$ cat config.mk
export PLATFORM = sky130hd
export DESIGN_NAME = spi_reg_arbiter_flat
export DESIGN_NICKNAME = d
export VERILOG_FILES = /design/src/rtl/spi_arb_pkg.sv /design/src/rtl/spi_reg_arbiter_if.sv /design/src/rtl/spi_frame_tracker.sv /design/src/rtl/spi_reg_arbiter.sv /design/src/flat_wrapper.sv
export SDC_FILE = /design/constraint.sdc
export NUM_CORES = 1
export LEC_CHECK = 0
export BUFFER_PORTS_ARGS = -buffer_cell sky130_fd_sc_hd__buf_2
export CAP_MARGIN = 20
export CORE_ASPECT_RATIO = 1.75
export CORE_MARGIN = 2
export CORE_UTILIZATION = 35
export DETAILED_ROUTE_END_ITERATION = 6
export PLACE_DENSITY = 0.48
export RECOVER_POWER = 50
export SLEW_MARGIN = 40
export SYNTH_ARGS = -nofsm -noshare
export SYNTH_HDL_FRONTEND = slang
export SYNTH_SLANG_ARGS = --single-unit
$ cat constraint.sdc
create_clock -name spi_clk -period 2.17 [get_ports spi_clk]
set_input_delay 0.434 -clock spi_clk [delete_from_list [all_inputs] [get_ports spi_clk]]
set_output_delay 0.434 -clock spi_clk [all_outputs]
set_load 0.005 [all_outputs]
$ cat src/rtl/spi_arb_pkg.sv
// Shared types and helpers for the SPI register-bank arbiter.
package spi_arb_pkg;

  typedef enum logic [1:0] {
    StIdle  = 2'd0,
    StSpiWr = 2'd1,
    StLcl   = 2'd2
  } arb_state_e;

  localparam logic [31:0] IdValueDefault = 32'h5350_4901;

  function automatic int unsigned frame_bits(input int unsigned ctrl_w,
                                             input int unsigned addr_w,
                                             input int unsigned data_w);
    return ctrl_w + addr_w + data_w;
  endfunction

endpackage

$ cat src/rtl/spi_reg_arbiter_if.sv
// Decoder-side and local-side signals of the register arbiter; master drives, slave is the bank.
interface spi_reg_arbiter_if #(
  parameter int unsigned ADDR_WIDTH = 8,
  parameter int unsigned DATA_WIDTH = 32
);
  logic                  spi_cs_n;
  logic [5:0]            spi_shift_cnt;
  logic                  spi_read_en;
  logic [ADDR_WIDTH-1:0] spi_address;
  logic [DATA_WIDTH-1:0] spi_out_data;
  logic [DATA_WIDTH-1:0] spi_rd_data;
  logic                  lcl_req;
  logic                  lcl_we;
  logic [ADDR_WIDTH-1:0] lcl_addr;
  logic [DATA_WIDTH-1:0] lcl_wdata;
  logic                  lcl_gnt;
  logic [DATA_WIDTH-1:0] lcl_rdata;
  logic                  err_addr;

  modport master (
    output spi_cs_n, spi_shift_cnt, spi_read_en, spi_address, spi_out_data,
    output lcl_req, lcl_we, lcl_addr, lcl_wdata,
    input  spi_rd_data, lcl_gnt, lcl_rdata, err_addr
  );

  modport slave (
    input  spi_cs_n, spi_shift_cnt, spi_read_en, spi_address, spi_out_data,
    input  lcl_req, lcl_we, lcl_addr, lcl_wdata,
    output spi_rd_data, lcl_gnt, lcl_rdata, err_addr
  );
endinterface

$ cat src/rtl/spi_frame_tracker.sv
// Follows the decoder bit counter and chip select; flags frame completion, aborts and
// whether the current frame carried a read fetch.
module spi_frame_tracker #(
  parameter int unsigned FRAME_BITS = 48,
  parameter int unsigned CNT_WIDTH  = 6
) (
  input  logic                 spi_clk,
  input  logic                 reset_n,
  input  logic                 i_cs_n,
  input  logic [CNT_WIDTH-1:0] i_shift_cnt,
  input  logic                 i_read_en,
  output logic                 o_frame_done,
  output logic                 o_frame_abort,
  output logic                 o_frame_is_read
);

  localparam logic [CNT_WIDTH-1:0] LastBit = CNT_WIDTH'(FRAME_BITS - 1);

  logic [CNT_WIDTH-1:0] r_cnt_prev;
  logic                 r_cs_n_prev;
  logic                 r_frame_is_read;
  logic                 w_frame_is_read_d;

  always_comb begin
    // Counter wrapping from the last bit back to 0 while selected ends a frame.
    o_frame_done  = !i_cs_n && (r_cnt_prev == LastBit) && (i_shift_cnt == '0);
    // Deselect while the counter was still mid-frame.
    o_frame_abort = i_cs_n && !r_cs_n_prev && (r_cnt_prev != '0);
    w_frame_is_read_d = r_frame_is_read;
    if (i_cs_n || o_frame_done) begin
      w_frame_is_read_d = 1'b0;
    end else if (i_read_en) begin
      w_frame_is_read_d = 1'b1;
    end
    o_frame_is_read = r_frame_is_read;
  end

  always_ff @(posedge spi_clk or negedge reset_n) begin
    if (!reset_n) begin
      r_cnt_prev      <= '0;
      r_cs_n_prev     <= 1'b1;
      r_frame_is_read <= 1'b0;
    end else begin
      r_cnt_prev      <= i_shift_cnt;
      r_cs_n_prev     <= i_cs_n;
      r_frame_is_read <= w_frame_is_read_d;
    end
  end

endmodule

$ cat src/rtl/spi_reg_arbiter.sv
// Register bank shared by the SPI decoder (zero-stall reads, frame-end writes) and a local
// req/gnt port. Define SPI_ARB_WRITE_PROTECT_EN to make register 0 a read-only ID register.
module spi_reg_arbiter
  import spi_arb_pkg::*;
#(
  parameter int unsigned           ADDR_WIDTH = 8,
  parameter int unsigned           DATA_WIDTH = 32,
  parameter int unsigned           CTRL_WIDTH = 8,
  parameter int unsigned           NUM_REGS   = 16,
  parameter logic [DATA_WIDTH-1:0] ID_VALUE   = DATA_WIDTH'(IdValueDefault)
) (
  input logic             spi_clk,
  input logic             reset_n,
  spi_reg_arbiter_if.slave bus
);

  localparam int unsigned FrameBits = frame_bits(CTRL_WIDTH, ADDR_WIDTH, DATA_WIDTH);
  localparam int unsigned IdxW      = (NUM_REGS > 1) ? $clog2(NUM_REGS) : 1;
`ifdef SPI_ARB_WRITE_PROTECT_EN
  localparam bit WriteProtect = 1'b1;
`else
  localparam bit WriteProtect = 1'b0;
`endif

  function automatic logic in_range(input logic [ADDR_WIDTH-1:0] a);
    return 32'(a) < NUM_REGS;
  endfunction

  function automatic logic is_protected(input logic [ADDR_WIDTH-1:0] a);
    return WriteProtect && (a == '0);
  endfunction

  logic [DATA_WIDTH-1:0] r_bank [NUM_REGS];
  arb_state_e            r_state;
  arb_state_e            w_state_d;
  logic                  r_wr_pending;
  logic                  w_wr_pending_d;
  logic [ADDR_WIDTH-1:0] r_wr_addr;
  logic [DATA_WIDTH-1:0] r_wr_data;
  logic                  r_lcl_gnt;
  logic [DATA_WIDTH-1:0] r_lcl_rdata;
  logic                  r_err_addr;

  logic                  w_frame_done;
  logic                  w_frame_abort;
  logic                  w_frame_is_read;
  logic                  w_commit;
  logic                  w_clr_pending;
  logic                  w_lcl_fire;
  logic                  w_bank_we;
  logic [ADDR_WIDTH-1:0] w_bank_waddr;
  logic [DATA_WIDTH-1:0] w_bank_wdata;
  logic                  w_wr_ok;

  spi_frame_tracker #(
    .FRAME_BITS (FrameBits),
    .CNT_WIDTH  (6)
  ) u_tracker (
    .spi_clk         (spi_clk),
    .reset_n         (reset_n),
    .i_cs_n          (bus.spi_cs_n),
    .i_shift_cnt     (bus.spi_shift_cnt),
    .i_read_en       (bus.spi_read_en),
    .o_frame_done    (w_frame_done),
    .o_frame_abort   (w_frame_abort),
    .o_frame_is_read (w_frame_is_read)
  );

  assign w_commit = w_frame_done && !w_frame_is_read && !w_frame_abort;

  // Decoder samples on the next falling edge, so the read path stays purely combinational.
  assign bus.spi_rd_data = (bus.spi_read_en && in_range(bus.spi_address))
                           ? r_bank[bus.spi_address[IdxW-1:0]] : '0;

  assign bus.lcl_gnt   = r_lcl_gnt;
  assign bus.lcl_rdata = r_lcl_rdata;
  assign bus.err_addr  = r_err_addr;

  always_comb begin
    w_state_d     = r_state;
    w_bank_we     = 1'b0;
    w_bank_waddr  = r_wr_addr;
    w_bank_wdata  = r_wr_data;
    w_lcl_fire    = 1'b0;
    w_clr_pending = 1'b0;
    unique case (r_state)
      StIdle: begin
        if (r_wr_pending) begin
          w_state_d = StSpiWr;
        end else if (bus.lcl_req && !bus.spi_read_en) begin
          // Local access completes on this edge; StLcl is the grant cycle.
          w_state_d    = StLcl;
          w_lcl_fire   = 1'b1;
          w_bank_we    = bus.lcl_we;
          w_bank_waddr = bus.lcl_addr;
          w_bank_wdata = bus.lcl_wdata;
        end
      end
      StSpiWr: begin
        w_bank_we     = 1'b1;
        w_clr_pending = 1'b1;
        w_state_d     = StIdle;
      end
      StLcl: begin
        w_state_d = StIdle;
      end
      default: begin
        w_state_d = StIdle;
      end
    endcase
  end

  assign w_wr_ok = in_range(w_bank_waddr) && !is_protected(w_bank_waddr);

  always_comb begin
    w_wr_pending_d = r_wr_pending;
    if (w_clr_pending) begin
      w_wr_pending_d = 1'b0;
    end
    if (w_commit) begin
      w_wr_pending_d = 1'b1;
    end
  end

  always_ff @(posedge spi_clk or negedge reset_n) begin
    if (!reset_n) begin
      r_state      <= StIdle;
      r_wr_pending <= 1'b0;
      r_wr_addr    <= '0;
      r_wr_data    <= '0;
      r_lcl_gnt    <= 1'b0;
      r_lcl_rdata  <= '0;
      r_err_addr   <= 1'b0;
    end else begin
      r_state      <= w_state_d;
      r_wr_pending <= w_wr_pending_d;
      if (w_commit) begin
        r_wr_addr <= bus.spi_address;
        r_wr_data <= bus.spi_out_data;
      end
      r_lcl_gnt <= w_lcl_fire;
      if (w_lcl_fire && !bus.lcl_we) begin
        r_lcl_rdata <= in_range(bus.lcl_addr) ? r_bank[bus.lcl_addr[IdxW-1:0]] : '0;
      end
      if (w_bank_we && !w_wr_ok) begin
        r_err_addr <= 1'b1;
      end
    end
  end

  always_ff @(posedge spi_clk or negedge reset_n) begin
    if (!reset_n) begin
      for (int unsigned i = 0; i < NUM_REGS; i++) begin
        r_bank[i] <= (WriteProtect && (i == 0)) ? ID_VALUE : '0;
      end
    end else if (w_bank_we && w_wr_ok) begin
      r_bank[w_bank_waddr[IdxW-1:0]] <= w_bank_wdata;
    end
  end

endmodule

$ cat src/flat_wrapper.sv
// flat-port wrapper written by rule: the top's interface ports become plain ports
module spi_reg_arbiter_flat import spi_arb_pkg::*;
#(
  parameter int unsigned           ADDR_WIDTH = 8,
  parameter int unsigned           DATA_WIDTH = 32,
  parameter int unsigned           CTRL_WIDTH = 8,
  parameter int unsigned           NUM_REGS   = 16,
  parameter logic [DATA_WIDTH-1:0] ID_VALUE   = DATA_WIDTH'(IdValueDefault)
)
  (spi_clk, reset_n, bus_spi_cs_n, bus_spi_shift_cnt, bus_spi_read_en, bus_spi_address, bus_spi_out_data, bus_lcl_req, bus_lcl_we, bus_lcl_addr, bus_lcl_wdata, bus_spi_rd_data, bus_lcl_gnt, bus_lcl_rdata, bus_err_addr);
  spi_reg_arbiter_if #(.ADDR_WIDTH(ADDR_WIDTH), .DATA_WIDTH(DATA_WIDTH)) bus_i ();
  input logic spi_clk;
  input logic reset_n;
  input wire logic [$bits(bus_i.spi_cs_n)-1:0] bus_spi_cs_n;
  input wire logic [$bits(bus_i.spi_shift_cnt)-1:0] bus_spi_shift_cnt;
  input wire logic [$bits(bus_i.spi_read_en)-1:0] bus_spi_read_en;
  input wire logic [$bits(bus_i.spi_address)-1:0] bus_spi_address;
  input wire logic [$bits(bus_i.spi_out_data)-1:0] bus_spi_out_data;
  input wire logic [$bits(bus_i.lcl_req)-1:0] bus_lcl_req;
  input wire logic [$bits(bus_i.lcl_we)-1:0] bus_lcl_we;
  input wire logic [$bits(bus_i.lcl_addr)-1:0] bus_lcl_addr;
  input wire logic [$bits(bus_i.lcl_wdata)-1:0] bus_lcl_wdata;
  output wire logic [$bits(bus_i.spi_rd_data)-1:0] bus_spi_rd_data;
  output wire logic [$bits(bus_i.lcl_gnt)-1:0] bus_lcl_gnt;
  output wire logic [$bits(bus_i.lcl_rdata)-1:0] bus_lcl_rdata;
  output wire logic [$bits(bus_i.err_addr)-1:0] bus_err_addr;
  assign bus_i.spi_cs_n = bus_spi_cs_n;
  assign bus_i.spi_shift_cnt = bus_spi_shift_cnt;
  assign bus_i.spi_read_en = bus_spi_read_en;
  assign bus_i.spi_address = bus_spi_address;
  assign bus_i.spi_out_data = bus_spi_out_data;
  assign bus_i.lcl_req = bus_lcl_req;
  assign bus_i.lcl_we = bus_lcl_we;
  assign bus_i.lcl_addr = bus_lcl_addr;
  assign bus_i.lcl_wdata = bus_lcl_wdata;
  assign bus_spi_rd_data = bus_i.spi_rd_data;
  assign bus_lcl_gnt = bus_i.lcl_gnt;
  assign bus_lcl_rdata = bus_i.lcl_rdata;
  assign bus_err_addr = bus_i.err_addr;
  spi_reg_arbiter #(.ADDR_WIDTH(ADDR_WIDTH), .DATA_WIDTH(DATA_WIDTH), .CTRL_WIDTH(CTRL_WIDTH), .NUM_REGS(NUM_REGS), .ID_VALUE(ID_VALUE)) u_core (.spi_clk(spi_clk), .reset_n(reset_n), .bus(bus_i));
endmodule
**After elaboration in Yosys (flattened, before gate mapping)**

Index checks and enable logic that the tools add are counted.

- Memory bits (writable): 0
- Output and inout port bits: 66
- Memories kept: 0
- Bits of input ports: 92
- Bits in latches: 0
- Logic and storage cells: 95
- Memory bits (read-only): 0
- Bits in registers: 597

- Add/sub/neg operators: 0
- Bitwise operators: 3
- Shift operators: 0
- $lt $le $gt $ge: 7
- $mul: 0
- Equal/unequal tests: 3
- Muxes and demuxes: 31
- Divide/modulo/power cells: 0
- Reductions and logical operators: 25

Operators with widths:

| operator | count |
|---|---|
| 512-bit bitwise mux | 1 |
| 32-bit two-way mux | 10 |
| 32-bit binary-select mux with 4-bit select | 2 |
| 32-bit demux with 4-bit select | 1 |
| 8-bit by 5-bit less-than comparator with 1-bit output, second input constant | 3 |
| 8-bit two-way mux | 3 |
| 5-bit >= comparator, second input constant | 3 |
| 4-bit NOT with 5-bit output | 3 |
| 1-bit logical AND | 12 |
| 1-bit two-way mux | 10 |
| 1-bit logical NOT | 7 |
| 6-bit equality test, second input constant | 1 |
| 6-bit logical NOT | 1 |
| 2-bit two-way mux | 3 |
| 6-bit nonzero test | 1 |
| 5-bit by 1-bit less-than comparator with 1-bit output, second input constant | 1 |
| 2-bit nonzero test | 2 |
| 3-bit by 1-bit != test with 1-bit output, second input constant | 1 |
| 2-bit by 1-bit equality test with 1-bit output, second input constant | 1 |
| 2-bit logical NOT | 1 |
| 1-bit case mux with 2 select lines | 1 |
| 1-bit logical OR | 1 |

**Longest topological paths before layout**

Gate-level depths: netlist (run 1).

- Word-level depth: 11
- Depth in mapped cells: 7

**Cells and area by module**

A second synthesis (run 1) with hierarchy kept.

- Cells, all modules: 1968
- Area total of the unflattened synthesis: 31690.4 sq um

By module, submodules not included:

| module | area each (sq um) | cells each | instances |
|---|---|---|---|
| spi_reg_arbiter | 31406.4 | 1950 | 1 |
| spi_frame_tracker | 284.0 | 18 | 1 |

**Least setup slack after synthesis (run 1)**

No wires, ideal clock.

- Kind: input to output
- From: in bus_spi_address[1]
- To: out bus_spi_rd_data[12]
- Path slack: -0.052 ns
- Buffers on the path: 3
- Arrival: 1.788 ns
- Stages on the path: 5
- Cell sequence: clkbuf_1 clkbuf_1 buf_1 mux2i_1 o22ai_1

- Word-level cells in the longest chain between the ends: 5

Ends and longest elaborated chain:

| item | RTL line | RTL |
|---|---|---|
| start: declaration | flat_wrapper.sv:17 | `input wire logic [$bits(bus_i.spi_address)-1:0] bus_spi_address;` |
| 4-bit NOT with 5-bit output (implied by the code) | spi_reg_arbiter.sv:73 | `? r_bank[bus.spi_address[IdxW-1:0]] : '0;` |
| 32-bit binary-select mux with 4-bit select | spi_reg_arbiter.sv:73 |  |
| 32-bit two-way mux (implied by the code) (2 in series) | spi_reg_arbiter.sv:73 |  |
| 32-bit two-way mux (*) | spi_reg_arbiter.sv:73 |  |
| end: declaration | flat_wrapper.sv:23 | `output wire logic [$bits(bus_i.spi_rd_data)-1:0] bus_spi_rd_data;` |

Every way passes the cells marked *; elsewhere a longest branch is shown, timed or not. The select of a mux whose other input is x is not followed.

**Worst setup path in the final report (run 1)**

- From: reg u_core.r_bank[396] (netlist name)
- To: out bus_spi_rd_data[12]

- Word-level cells in the longest chain between the ends: 4

Ends and longest elaborated chain:

| item | RTL line | RTL |
|---|---|---|
| start: declaration | spi_reg_arbiter.sv:33 | `logic [DATA_WIDTH-1:0] r_bank [NUM_REGS];` |
| start signal: indexed assignment | spi_reg_arbiter.sv:154 | `r_bank[i] <= (WriteProtect && (i == 0)) ? ID_VALUE : '0;` |
| start signal: indexed assignment | spi_reg_arbiter.sv:157 | `r_bank[w_bank_waddr[IdxW-1:0]] <= w_bank_wdata;` |
| 32-bit binary-select mux with 4-bit select | spi_reg_arbiter.sv:73 |  |
| 32-bit two-way mux (implied by the code) (2 in series) | spi_reg_arbiter.sv:73 |  |
| 32-bit two-way mux | spi_reg_arbiter.sv:73 |  |

Every way passes these cells. The select of a mux whose other input is x is not followed.

==> results of run 1 <==
[how the worst max path moves through the flow]
stage	to	from	depth (start not counted)	slack, ns
2_1_floorplan	bus_spi_rd_data[12]	bus_spi_address[0]	4	0.001
3_3_place_gp	bus_spi_rd_data[5]	bus_spi_address[6]	9	-1.08
3_5_place_dp	bus_spi_rd_data[5]	bus_spi_address[6]	9	-0.73
4_1_cts	bus_spi_rd_data[12]	u_core.r_bank[76]$_DFFE_PN0P_	4	-0.36
5_1_grt	bus_spi_rd_data[23]	u_core.r_bank[375]$_DFFE_PN0P_	4	-0.38
6_report	bus_spi_rd_data[12]	u_core.r_bank[396]$_DFFE_PN0P_	4	-0.35
[placed cells by master, fill, tap and decap left out, types with 30 or more instances in the layout]
| master | Yosys | final |
|---|---|---|
| mux4_2 | 256 | 256 |
| buf_2 | 60 | 141 |
| buf_4 | 42 | 147 |
| mux2_4 | 27 | 358 |
| a22o_1 | 32 | 32 |
| clkbuf_16 | 0 | 94 |
| mux2_2 | 527 | 248 |
| dlygate4sd3_1 | 0 | 37 |
| buf_12 | 0 | 108 |
| mux2i_1 | 160 | 121 |
| buf_6 | 13 | 30 |
| dfrtp_1 | 596 | 592 |
[stage by stage]
| stage | hold slack, ns | setup slack [ns] | cell area (sq um) | util, % | TNS (ns) |
|---|---|---|---|---|---|
| after detailed placement | 0.415 | -0.726 | 35300 | 39.6 | -64.80 |
| final | 0.0310 | -0.347 | 43000 | 48.3 | -65.99 |
| after global placement | 0.411 | -1.08 | 35300 | 39.6 | -67.18 |
| after floorplan | 0.138 | 0.000991 | 31400 | - | 0 |
| after CTS | 0.000240 | -0.364 | 39700 | 44.6 | -30.47 |
| after global routing | 0.0112 | -0.378 | 43000 | 48.3 | -116.97 |
[cell families after synthesis]
family | Yosys count
compound gates | 100
mux | 1001
buf+inv | 197
simple gates | 70
flops | 596
[power breakdown]
part	internal, mW	switching (mW)	leakage (nW)
clock	6.64	4.84	1.05
sequential	11.2	0.0830	8.29
combinational	1.01	1.23	10.1
[synth_stat cells, types with 2 or more instances]
| master | n |
|---|---|
| nand4_1 | 17 |
| o21ai_0 | 2 |
| nor4b_1 | 9 |
| nor4_4 | 2 |
| o211ai_1 | 14 |
| nor4bb_1 | 12 |
| clkbuf_1 | 68 |
| and4_1 | 2 |
| o211ai_2 | 2 |
| and4b_1 | 9 |
| nor2_1 | 2 |
| mux2_4 | 27 |
| a21oi_1 | 3 |
| nor3_1 | 2 |
| mux2i_1 | 160 |
| mux2_1 | 31 |
| nor4_1 | 3 |
| buf_2 | 60 |
| a21oi_2 | 13 |
| dfrtp_1 | 596 |
| mux2_2 | 527 |
| buf_6 | 13 |
| a22o_1 | 32 |
| mux4_2 | 256 |
| inv_1 | 4 |
| buf_1 | 10 |
| buf_4 | 42 |
| o22ai_1 | 32 |
[flip-flops by register name, indices dropped and copies added (netlist names)]
register	count
u_core.bus.lcl_rdata	32
u_core.bus.err_addr	1
u_core.r_wr_pending	1
u_core.u_tracker.r_cnt_prev	6
u_core.r_state	2
u_core.r_wr_data	32
u_core.u_tracker.o_frame_is_read	1
u_core.r_wr_addr	8
u_core.bus.lcl_gnt	1
u_core.r_bank	512
[repair_timing]
| item | CTS | global route |
|---|---|---|
| setup buffers | 82 | 45 |
| gates resized for setup | 194 | 399 |
| endpoints found under the setup margin | 180 | 552 |
| hold buffers | 37 | 0 |
| gates cloned | 15 | 77 |
| pin swaps | 35 | 36 |
| hold endpoints to repair | 58 | 0 |
[cell type report]
cell class / instances / area [sq um]
Clock inverter: 23 / 348
Inverter: 4 / 15.0
Multi-Input combinational cell: 1204 / 17900
Clock buffer: 87 / 1780
Fill cell: 7530 / 46000
Tap cell: 1176 / 1470
Sequential cell: 596 / 14900
Timing Repair Buffer: 561 / 6600
[layer usage]
layer | vias up | share of wire [%] | global-route usage (%)
met3 | 309 | 4.6 | 2.41
li1 | 8680 | - | -
met5 | - | 0 | 0
met4 | 0 | 6.6 | 8.27
met1 | 11800 | 36 | 27.6
met2 | 863 | 53 | 41.4
==> summary.md, run 1 <==
| Metric | Value |
|---|---|
| Status | `complete, but fails checks` |
| Failing checks | `capacitance limit, slew limit, setup timing` |
| Crit end category | `output port` |
| Synth async-reset ratio | `100%` |
| Power, Total | `between 20 and 30 mW` |
| Final setup fails | `~540` |
| Post-Synth Adder-Cell Area | `0%` |
| Inserted Clock Buffers | `around 60` |
| Fin. max-slew vios | `43` |
| Avg Inst Size Synth | `between 15 and 20 sq um` |
| Diode count | `0` |
| Top cells by area, synth | `dfrtp_1, mux2_2, mux4_2` |
| Min setup slack post-route | `-0.347 ns` |
| Detailed Routing Iterations Pass 1 | `5` |
| First-pass GRT wire length | `155 mm` |
| Post-synth top flop | `dfrtp_1` |
| Largest family of logic cells by synthesized area | `multiplexers` |
| Initial Utilization | `35.3%` |
| Slew @ Worst Pin | `between 1.5 and 2 ns` |
| R2R Path End | `u_core.r_bank[180]$_DFFE_PN0P_` |
| Post-synthesis sequential area ratio | `a little under half` |
| Clock Latency Late Sink | `0.66 ns` |
| CTS tree | `done` |
| # IOs | `between 150 and 200` |
| DRC | `0` |
| Vias in the first global route | `between 20000 and 25000` |
| # port buffers | `approximately 160` |
| Final wirelength | `around 130 mm` |
| WHS Path Cells | `2` |
| Gpl congestion | `about 0.81` |
| XOR/XNOR Fraction of Synth Area | `0%` |
| Clock Tree Buf Depth | `3` |
| CTS sink cnt | `around 600` |
| Critical path launch point type | `flop` |
| Slew headroom | `-6.32%` |
| Total grt overflow | `0` |
| Leakage | `between 15 and 20 nW` |
| Post-Synthesis Cells | `between 1500 and 2000` |
| Slowest-stage cell, CP | `mux4_2` |
| Clk_skew | `0.0265 ns` |
| Largest net degree at the start of global routing | `77` |
| Crit path kind | `flop to output port` |
| # rows | `between 100 and 150` |
| CTS Root Cell | `clkbuf_16` |
| Final min period | `roughly 2.5 ns` |
| Worst Hold Class | `input port to flop` |
| Post-DRT Antenna Nets | `0` |
| WP data required | `roughly 1.7 ns` |
| Final nets | `about 2500` |
| Post-synthesis simple-gate area fraction | `1.89%` |
| IR drop worst, VDD | `0.703 mV` |
| Synth cell types | `42` |
| Vias per cell | `5.92` |
| WHS Endpoint | `u_core.r_wr_data[1]$_DFFE_PN0P_` |
| Final Non-Filler Cells | `3651` |
| Hold Vio Cnt, Final | `0` |
| CP max stage delay | `~0.52 ns` |
| Synth Area in Compound Gates | `under 10%` |
| Yosys reg bits | `596` |
| Final worst path period share | `116%` |
| Fmax | `0.397 GHz` |
| Number of max-cap violations | `1` |
| Crit-path cells | `mux4_2, mux2i_4, o22ai_2, buf_2` |
| Multiplexer share of the synthesized area | `between 40% and 50%` |
| WP data arrival | `roughly 2.1 ns` |
| Routed via count | `21600` |
| Yosys warns | `0` |
| Share of cells above drive strength 1 | `around 64%` |
| DR iter-0 viols | `1544` |
| Largest delay share family, worst path | `multiplexers` |
| Die Wd | `roughly 230 um` |
| RSZ-0062 raised after global routing | `yes` |
| Min-delay src | `bus_spi_out_data[1]` |
| Post-Syn Nets | `approximately 2000` |
| Clk slew on worst S/H paths | `around 0.070 ns` |
| Count of flip-flops with a built-in enable after synthesis | `0` |
| H-tree Lvls | `2` |
| R2R cell count | `9` |
| Drt wl/cell | `roughly 35 um` |
| Share of the synthesized area in the top cell type | `between 40% and 50%` |
| Core Footprint | `about 89000 sq um` |
| Overall Global Routing Usage | `a little under a quarter` |
| FF-to-FF Start | `u_core.r_wr_pending$_DFFE_PN0P_` |
| Placed Cells | `approximately 3300` |
| Area grow syn2layout | `37.0%` |
| Critical Path Fanout Max | `3` |
| Synthesized cell area | `between 30000 and 40000 sq um` |
| Yosys top cell by area | `dfrtp_1` |
| Initial antenna violation count | `0` |
| WP buf/inv | `1` |
| PwrDens | `581 nW/um^2` |
| DIE HEIGHT | `~400 um` |
| R2r setup slk | `-0.20 ns` |
| Die area | `slightly above 90000 sq um` |
| Detail Placement HPWL | `roughly 67 mm` |
No activity file was read; power rests on OpenSTA's default activity.
==> run 2: changes to the inputs <==
--- a/config.mk
+++ b/config.mk
@@ -11,8 +11,9 @@
 export CORE_MARGIN = 2
 export CORE_UTILIZATION = 35
 export DETAILED_ROUTE_END_ITERATION = 6
-export PLACE_DENSITY = 0.48
+export PLACE_DENSITY = 0.52
 export RECOVER_POWER = 50
+export SKIP_CTS_REPAIR_TIMING = 1
 export SLEW_MARGIN = 40
 export SYNTH_ARGS = -nofsm -noshare
 export SYNTH_HDL_FRONTEND = slang
==> run 2 against run 1 <==
  * The flow finishes with violations (setup timing)
  * Power decreased by 3.4%
  * Non-clock buffer count down 122
  * Maximum frequency shrank 0.76%
  * Sequential power about the same
  * Register-to-register slack barely moved
  * Wire length is 17% lower
  * Critical path type unchanged
  * Largest cell class unchanged
  * Highest routed layer unchanged
==> summary.md, run 2 (synthesis results as in run 1) <==
| Metric | Value |
|---|---|
| Critical Path Fanout Max | `3` |
| Min setup slack post-route | `-0.366 ns` |
| Clk_skew | `about 0.023 ns` |
| Final setup fails | `~500` |
| Hold Vio Cnt, Final | `0` |
| Seq. cell area | `approximately 15000 sq um` |
| # rows | `145` |
| # IOs | `roughly 160` |
| Critical path launch point type | `flop` |
| Power, Total | `between 20 and 25 mW` |
| Number of max-cap violations | `0` |
| DIE HEIGHT | `around 400 um` |
| Status | `complete, but fails checks` |
| Vias in the first global route | `roughly 22000` |
| Area grow syn2layout | `26.5%` |
| First-pass GRT wire length | `146 mm` |
| Share of cells above drive strength 1 | `between 50% and 60%` |
| DR iter-0 viols | `1480` |
| CTS tree | `done` |
| Initial antenna violation count | `0` |
| Fin. max-slew vios | `0` |
| R2R cell count | `8` |
| Largest net degree at the start of global routing | `84` |
| CTS Root Cell | `clkbuf_16` |
| IR drop worst, VDD | `about 0.63 mV` |
| Area of the multi-input gates | `16600 sq um` |
| Final nets | `about 2400` |
| CTS sink cnt | `596` |
| Min-delay src | `bus_spi_out_data[25]` |
| Crit path kind | `flop to output port` |
| Inserted Clock Buffers | `59` |
| Crit end category | `output port` |
| Die Wd | `roughly 230 um` |
| Final instance area | `around 40000 sq um` |
| Detailed Routing Iterations Pass 1 | `7` |
| Placement Cell Area | `around 35000 sq um` |
| Drt wl/cell | `roughly 30 um` |
| Most common cell after layout, fill and taps aside | `dfrtp_1` |
| R2R Path End | `u_core.r_bank[402]$_DFFE_PN0P_` |
| WP data required | `1.74 ns` |
| Most frequent cells in the layout | `dfrtp_1, mux2_2, mux2_4, mux4_2, mux2i_1` |
| Overall Global Routing Usage | `a little over a fifth` |
| Final wirelength | `approximately 110 mm` |
| Core Footprint | `89100 sq um` |
| Filler cells | `7795` |
| FF-to-FF Start | `u_core.r_wr_addr[4]$_DFFE_PN0P_` |
| Worst Hold Class | `input port to flop` |
| WHS Endpoint | `u_core.r_wr_data[25]$_DFFE_PN0P_` |
| Vias per cell | `about 5.8` |
| RSZ-0062 raised after global routing | `yes` |
| Clock Latency Late Sink | `roughly 0.66 ns` |
| R2r setup slk | `-0.20 ns` |
| Detail Placement HPWL | `65.1 mm` |
| Initial Utilization | `a little over a third` |
| Die area | `92200 sq um` |
| WP data arrival | `~2.1 ns` |
| Final worst path period share | `117%` |
| Routed via count | `between 20000 and 25000` |
| Total grt overflow | `0` |
| Final min period | `~2.5 ns` |
| PwrDens | `just over 600 nW/um^2` |
| DRC | `0` |
| Clk slew on worst S/H paths | `around 0.070 ns` |
| Clock Tree Buf Depth | `3` |
| Fmax | `just under 0.4 GHz` |
| H-tree Lvls | `2` |
| Max reg flops | `between 500 and 600` |
| Failing checks | `setup timing` |
| Most flops, register | `u_core.r_bank` |
| WHS Path Cells | `2` |
| Slew @ Worst Pin | `between 1 and 1.5 ns` |
| # port buffers | `between 150 and 200` |
| Slew headroom | `a little under an eighth` |
| Post-DRT Antenna Nets | `0` |
| Leakage | `18.2 nW` |
| Gpl congestion | `between 0.8 and 0.9` |
## run 2: layout make-up
class                   instances  area share [%]
multi-input cells            1171            41.9
well taps                    1176            3.70
repair buffers                439            11.7
clock buffers                  83            4.30
flip-flops and latches        596            37.6
diodes                          1         0.00630
inverters                       4          0.0378
clock inverters                22           0.822
## run 2: per-stage QoR
stage | cells | setup TNS, ns | setup slack, ns | util [%] | hold slack, ns
6_report | 3492 | -42.50 | -0.366 | 44.6 | 0.00352
3_3_place_gp | 3303 | -59.51 | -0.390 | 39.5 | 0.369
4_1_cts | 3408 | -31.55 | -0.419 | 41.8 | -0.335
3_5_place_dp | 3303 | -61.46 | -0.348 | 39.5 | 0.372
5_1_grt | 3491 | -96.12 | -0.418 | 44.6 | -0.00117
2_1_floorplan | 1964 | 0 | 0.000991 | - | 0.138
## run 2: power breakdown
part	internal [mW]	total, mW	switching (mW)
Sequential	11.2	11.3	0.0795
Combinational	0.827	1.86	1.04
Clock	6.30	11.0	4.71
Total	18.3	24.1	5.82
## run 2: how the worst max path moves through the flow
| stage | end | slack [ns] | startpoint |
|---|---|---|---|
| after floorplan | bus_spi_rd_data[12] | 0.001 | bus_spi_address[0] |
| after detailed placement | bus_spi_rd_data[3] | -0.35 | bus_spi_address[0] |
| after CTS | bus_spi_rd_data[3] | -0.42 | u_core.r_bank[3]$_DFFE_PN0P_ |
| after global placement | bus_spi_rd_data[3] | -0.39 | bus_spi_address[0] |
| after global routing | bus_spi_rd_data[3] | -0.42 | u_core.r_bank[3]$_DFFE_PN0P_ |
| final | bus_spi_rd_data[3] | -0.37 | u_core.r_bank[3]$_DFFE_PN0P_ |
## run 2: worst max-delay path: stages (launching register included)
cell	delay [ns]
dfrtp_1	0.40
mux4_2	0.48
mux2i_1	0.18
o22ai_1	0.09
buf_4	0.18
buf_6	0.11
## run 2: metal layers
layer	vias up	GRT usage (%)	part of all wire (%)
met2	650	37.7	52
met5	-	0	0
met1	11000	26.5	40
met3	201	2.37	4.1
li1	8293	-	-
met4	0	7.41	4.4
==> run 3: changes to the inputs <==
--- a/config.mk
+++ b/config.mk
@@ -8,10 +8,9 @@
 export BUFFER_PORTS_ARGS = -buffer_cell sky130_fd_sc_hd__buf_2
 export CAP_MARGIN = 20
 export CORE_ASPECT_RATIO = 1.75
-export CORE_MARGIN = 2
 export CORE_UTILIZATION = 35
 export DETAILED_ROUTE_END_ITERATION = 6
-export PLACE_DENSITY = 0.52
+export PLACE_DENSITY = 0.5
 export RECOVER_POWER = 50
 export SKIP_CTS_REPAIR_TIMING = 1
 export SLEW_MARGIN = 40
==> constraint.sdc (replaced) <==
create_clock -name spi_clk -period 3.1 [get_ports spi_clk]
set_input_delay 0.62 -clock spi_clk [delete_from_list [all_inputs] [get_ports spi_clk]]
set_output_delay 0.62 -clock spi_clk [all_outputs]
set_load 0.005 [all_outputs]
==> run 3 against run 2 <==
  * The run ends with capacitance limit, slew limit left
  * Sequential cell count unchanged
  * Largest power group unchanged
  * Critical endpoint is now bus_spi_rd_data[6]
  * Non-clock buffer count decreased by 165
  * Sequential power decreased by 30%
==> summary.md, run 3 (synthesis results as in run 1) <==
| Metric | Value |
|---|---|
| Final nets | `roughly 2200` |
| Inserted Clock Buffers | `between 50 and 60` |
| Slew headroom | `-36.0%` |
| Switching Share | `23.8%` |
| Slew @ Worst Pin | `around 2.0 ns` |
| Final min period | `between 2 and 3 ns` |
| Clk slew on worst S/H paths | `0.06 ns` |
| Overall Global Routing Usage | `between 20% and 30%` |
| Gpl congestion | `between 0.7 and 0.8` |
| R2R cell count | `5` |
| Drt wl/cell | `about 29 um` |
| DRC | `0` |
| Most frequent cells in the layout | `dfrtp_1, mux2_2, mux4_2, mux2i_1, buf_2` |
| Final worst path period share | `94.3%` |
| Critical Path Fanout Max | `17` |
| Vias in the first global route | `approximately 21000` |
| Die Wd | `228 um` |
| Clk_skew | `~0.022 ns` |
| Number of max-cap violations | `1` |
| IR drop worst, VDD | `between 0.4 and 0.5 mV` |
| Area grow syn2layout | `15.2%` |
| Clock Latency Late Sink | `about 0.65 ns` |
| DIE HEIGHT | `about 400 um` |
| Sw Pwr | `between 3 and 4 mW` |
| Critical path launch point type | `input port` |
| First-pass GRT wire length | `about 150 mm` |
| Failing checks | `capacitance limit, slew limit` |
| FF-to-FF Start | `u_core.r_state[0]$_DFFE_PN0P_` |
| Setup TNS | `0 ns` |
| CP endpoint | `bus_spi_rd_data[6]` |
| Hold WS | `0.108 ns` |
| Post-DRT Antenna Nets | `0` |
| CP max stage delay | `0.55 ns` |
| # rows | `about 150` |
| Register share of total power | `~47%` |
| Initial Utilization | `a little over a third` |
| Internal Pwr Total | `about 13 mW` |
| H-tree Lvls | `2` |
| CTS tree | `done` |
| Final wirelength | `97.6 mm` |
| Share of cells above drive strength 1 | `55.5%` |
| WP data required | `approximately 2.5 ns` |
| # IOs | `between 150 and 200` |
| Initial antenna violation count | `0` |
| Crit path kind | `input port to output port` |
| Hold Vio Cnt, Final | `0` |
| Fin. max-slew vios | `between 50 and 60` |
| R2R Path End | `u_core.r_bank[473]$_DFFE_PN0P_` |
| Clock Tree Buf Depth | `3` |
| Detailed Routing Iterations Pass 1 | `5` |
| Largest net degree at the start of global routing | `between 80 and 90` |
| Leakage | `~17 nW` |
| CTS Root Cell | `clkbuf_16` |
| Crit-path cells | `clkbuf_8, buf_4, mux4_2, mux2i_1, o22ai_1, buf_2` |
| Fmax | `0.342 GHz` |
| Die area | `a little over 90000 sq um` |
| RSZ-0062 raised after global routing | `no` |
| Worst Hold Class | `input port to flop` |
| Combinational power share | `6.7%` |
| Most flops, register | `u_core.r_bank` |
| Fin util | `between 40% and 50%` |
| Slowest-stage cell, CP | `mux4_2` |
| Total grt overflow | `0` |
| Clock share of power | `between 40% and 50%` |
| R2r setup slk | `0.27 ns` |
| Core Footprint | `89100 sq um` |
| Detail Placement HPWL | `between 60 and 70 mm` |
| Most common cell after layout, fill and taps aside | `dfrtp_1` |
| WP data arrival | `2.30 ns` |
| # port buffers | `157` |
| Routed via count | `19200` |
| CTS sink cnt | `between 500 and 600` |
| DR iter-0 viols | `1181` |
| CP Launch Point | `bus_spi_address[0]` |
| Final setup fails | `0` |
| Vias per cell | `5.78` |
| PwrDens | `464 nW/um^2` |
| Crit end category | `output port` |
| Max reg flops | `just over 500` |
| Status | `complete, but fails checks` |
## run 3: critical path: cells and delay by family
family / cells / cell delay (ns)
buffers and inverters: 3 / 0.80
muxes: 2 / 0.72
AOI/OAI and AO/OA: 1 / 0.14
## run 3: worst min-delay path by stage
stage / cells after the start / endpoint / slack [ns] / startpoint
final: 1 / u_core.u_tracker.r_cnt_prev[2]$_DFF_PN0_ / 0.11 / bus_spi_shift_cnt[2]
after global routing: 1 / u_core.u_tracker.r_cnt_prev[2]$_DFF_PN0_ / 0.08 / bus_spi_shift_cnt[2]
after CTS: 1 / u_core.r_wr_data[27]$_DFFE_PN0P_ / -0.05 / reset_n
after floorplan: 0 / u_core.bus.err_addr$_DFFE_PN0P_ / 0.32 / reset_n
after global placement: 1 / u_core.r_wr_data[28]$_DFFE_PN0P_ / 0.48 / u_core.r_wr_data[28]$_DFFE_PN0P_
after detailed placement: 1 / u_core.bus.lcl_rdata[24]$_DFFE_PN0P_ / 0.49 / u_core.bus.lcl_rdata[24]$_DFFE_PN0P_
## run 3: cell type report
cell class | count | area, sq um
fillers | 8064 | 52900
multi-input cells | 1171 | 15600
flip-flops and latches | 596 | 14900
repair buffers | 274 | 2130
clock buffers | 79 | 1700
well taps | 1176 | 1470
clock inverters | 29 | 380
inverters | 4 | 15.0
diodes | 2 | 5.00
## run 3: per-stage QoR
stage / total power, mW / setup slack [ns] / area, sq um / instances
finish: 16.8 / 0.176 / 36200 / 3331
floorplan: 8.63 / 0.506 / 31400 / 1964
detailed placement: 9.20 / 0.122 / 34200 / 3220
global placement: 9.18 / 0.144 / 34200 / 3220
global route: 17.4 / 0.0414 / 36200 / 3329
CTS: 17.1 / 0.123 / 36300 / 3328
## run 3: power by group through the flow
stage	logic (mW)	clock network, mW	registers [mW]
5_1_grt	1.21	8.28	7.89
3_5_place_dp	1.16	0	8.04
3_3_place_gp	1.14	0	8.03
2_1_floorplan	0.624	0	8.01
4_1_cts	1.16	8.03	7.89
6_report	1.12	7.77	7.89
## run 3: per-layer routing
| metal | routed length [um] | vias to the layer above | track usage, % |
|---|---|---|---|
| met2 | 51200 | 537 | 39.6 |
| met4 | 3710 | 0 | 7.81 |
| met3 | 3460 | 182 | 2.59 |
| met1 | 39200 | 10600 | 26.7 |
| met5 | 0 | - | 0 |
| li1 | - | 7948 | - |
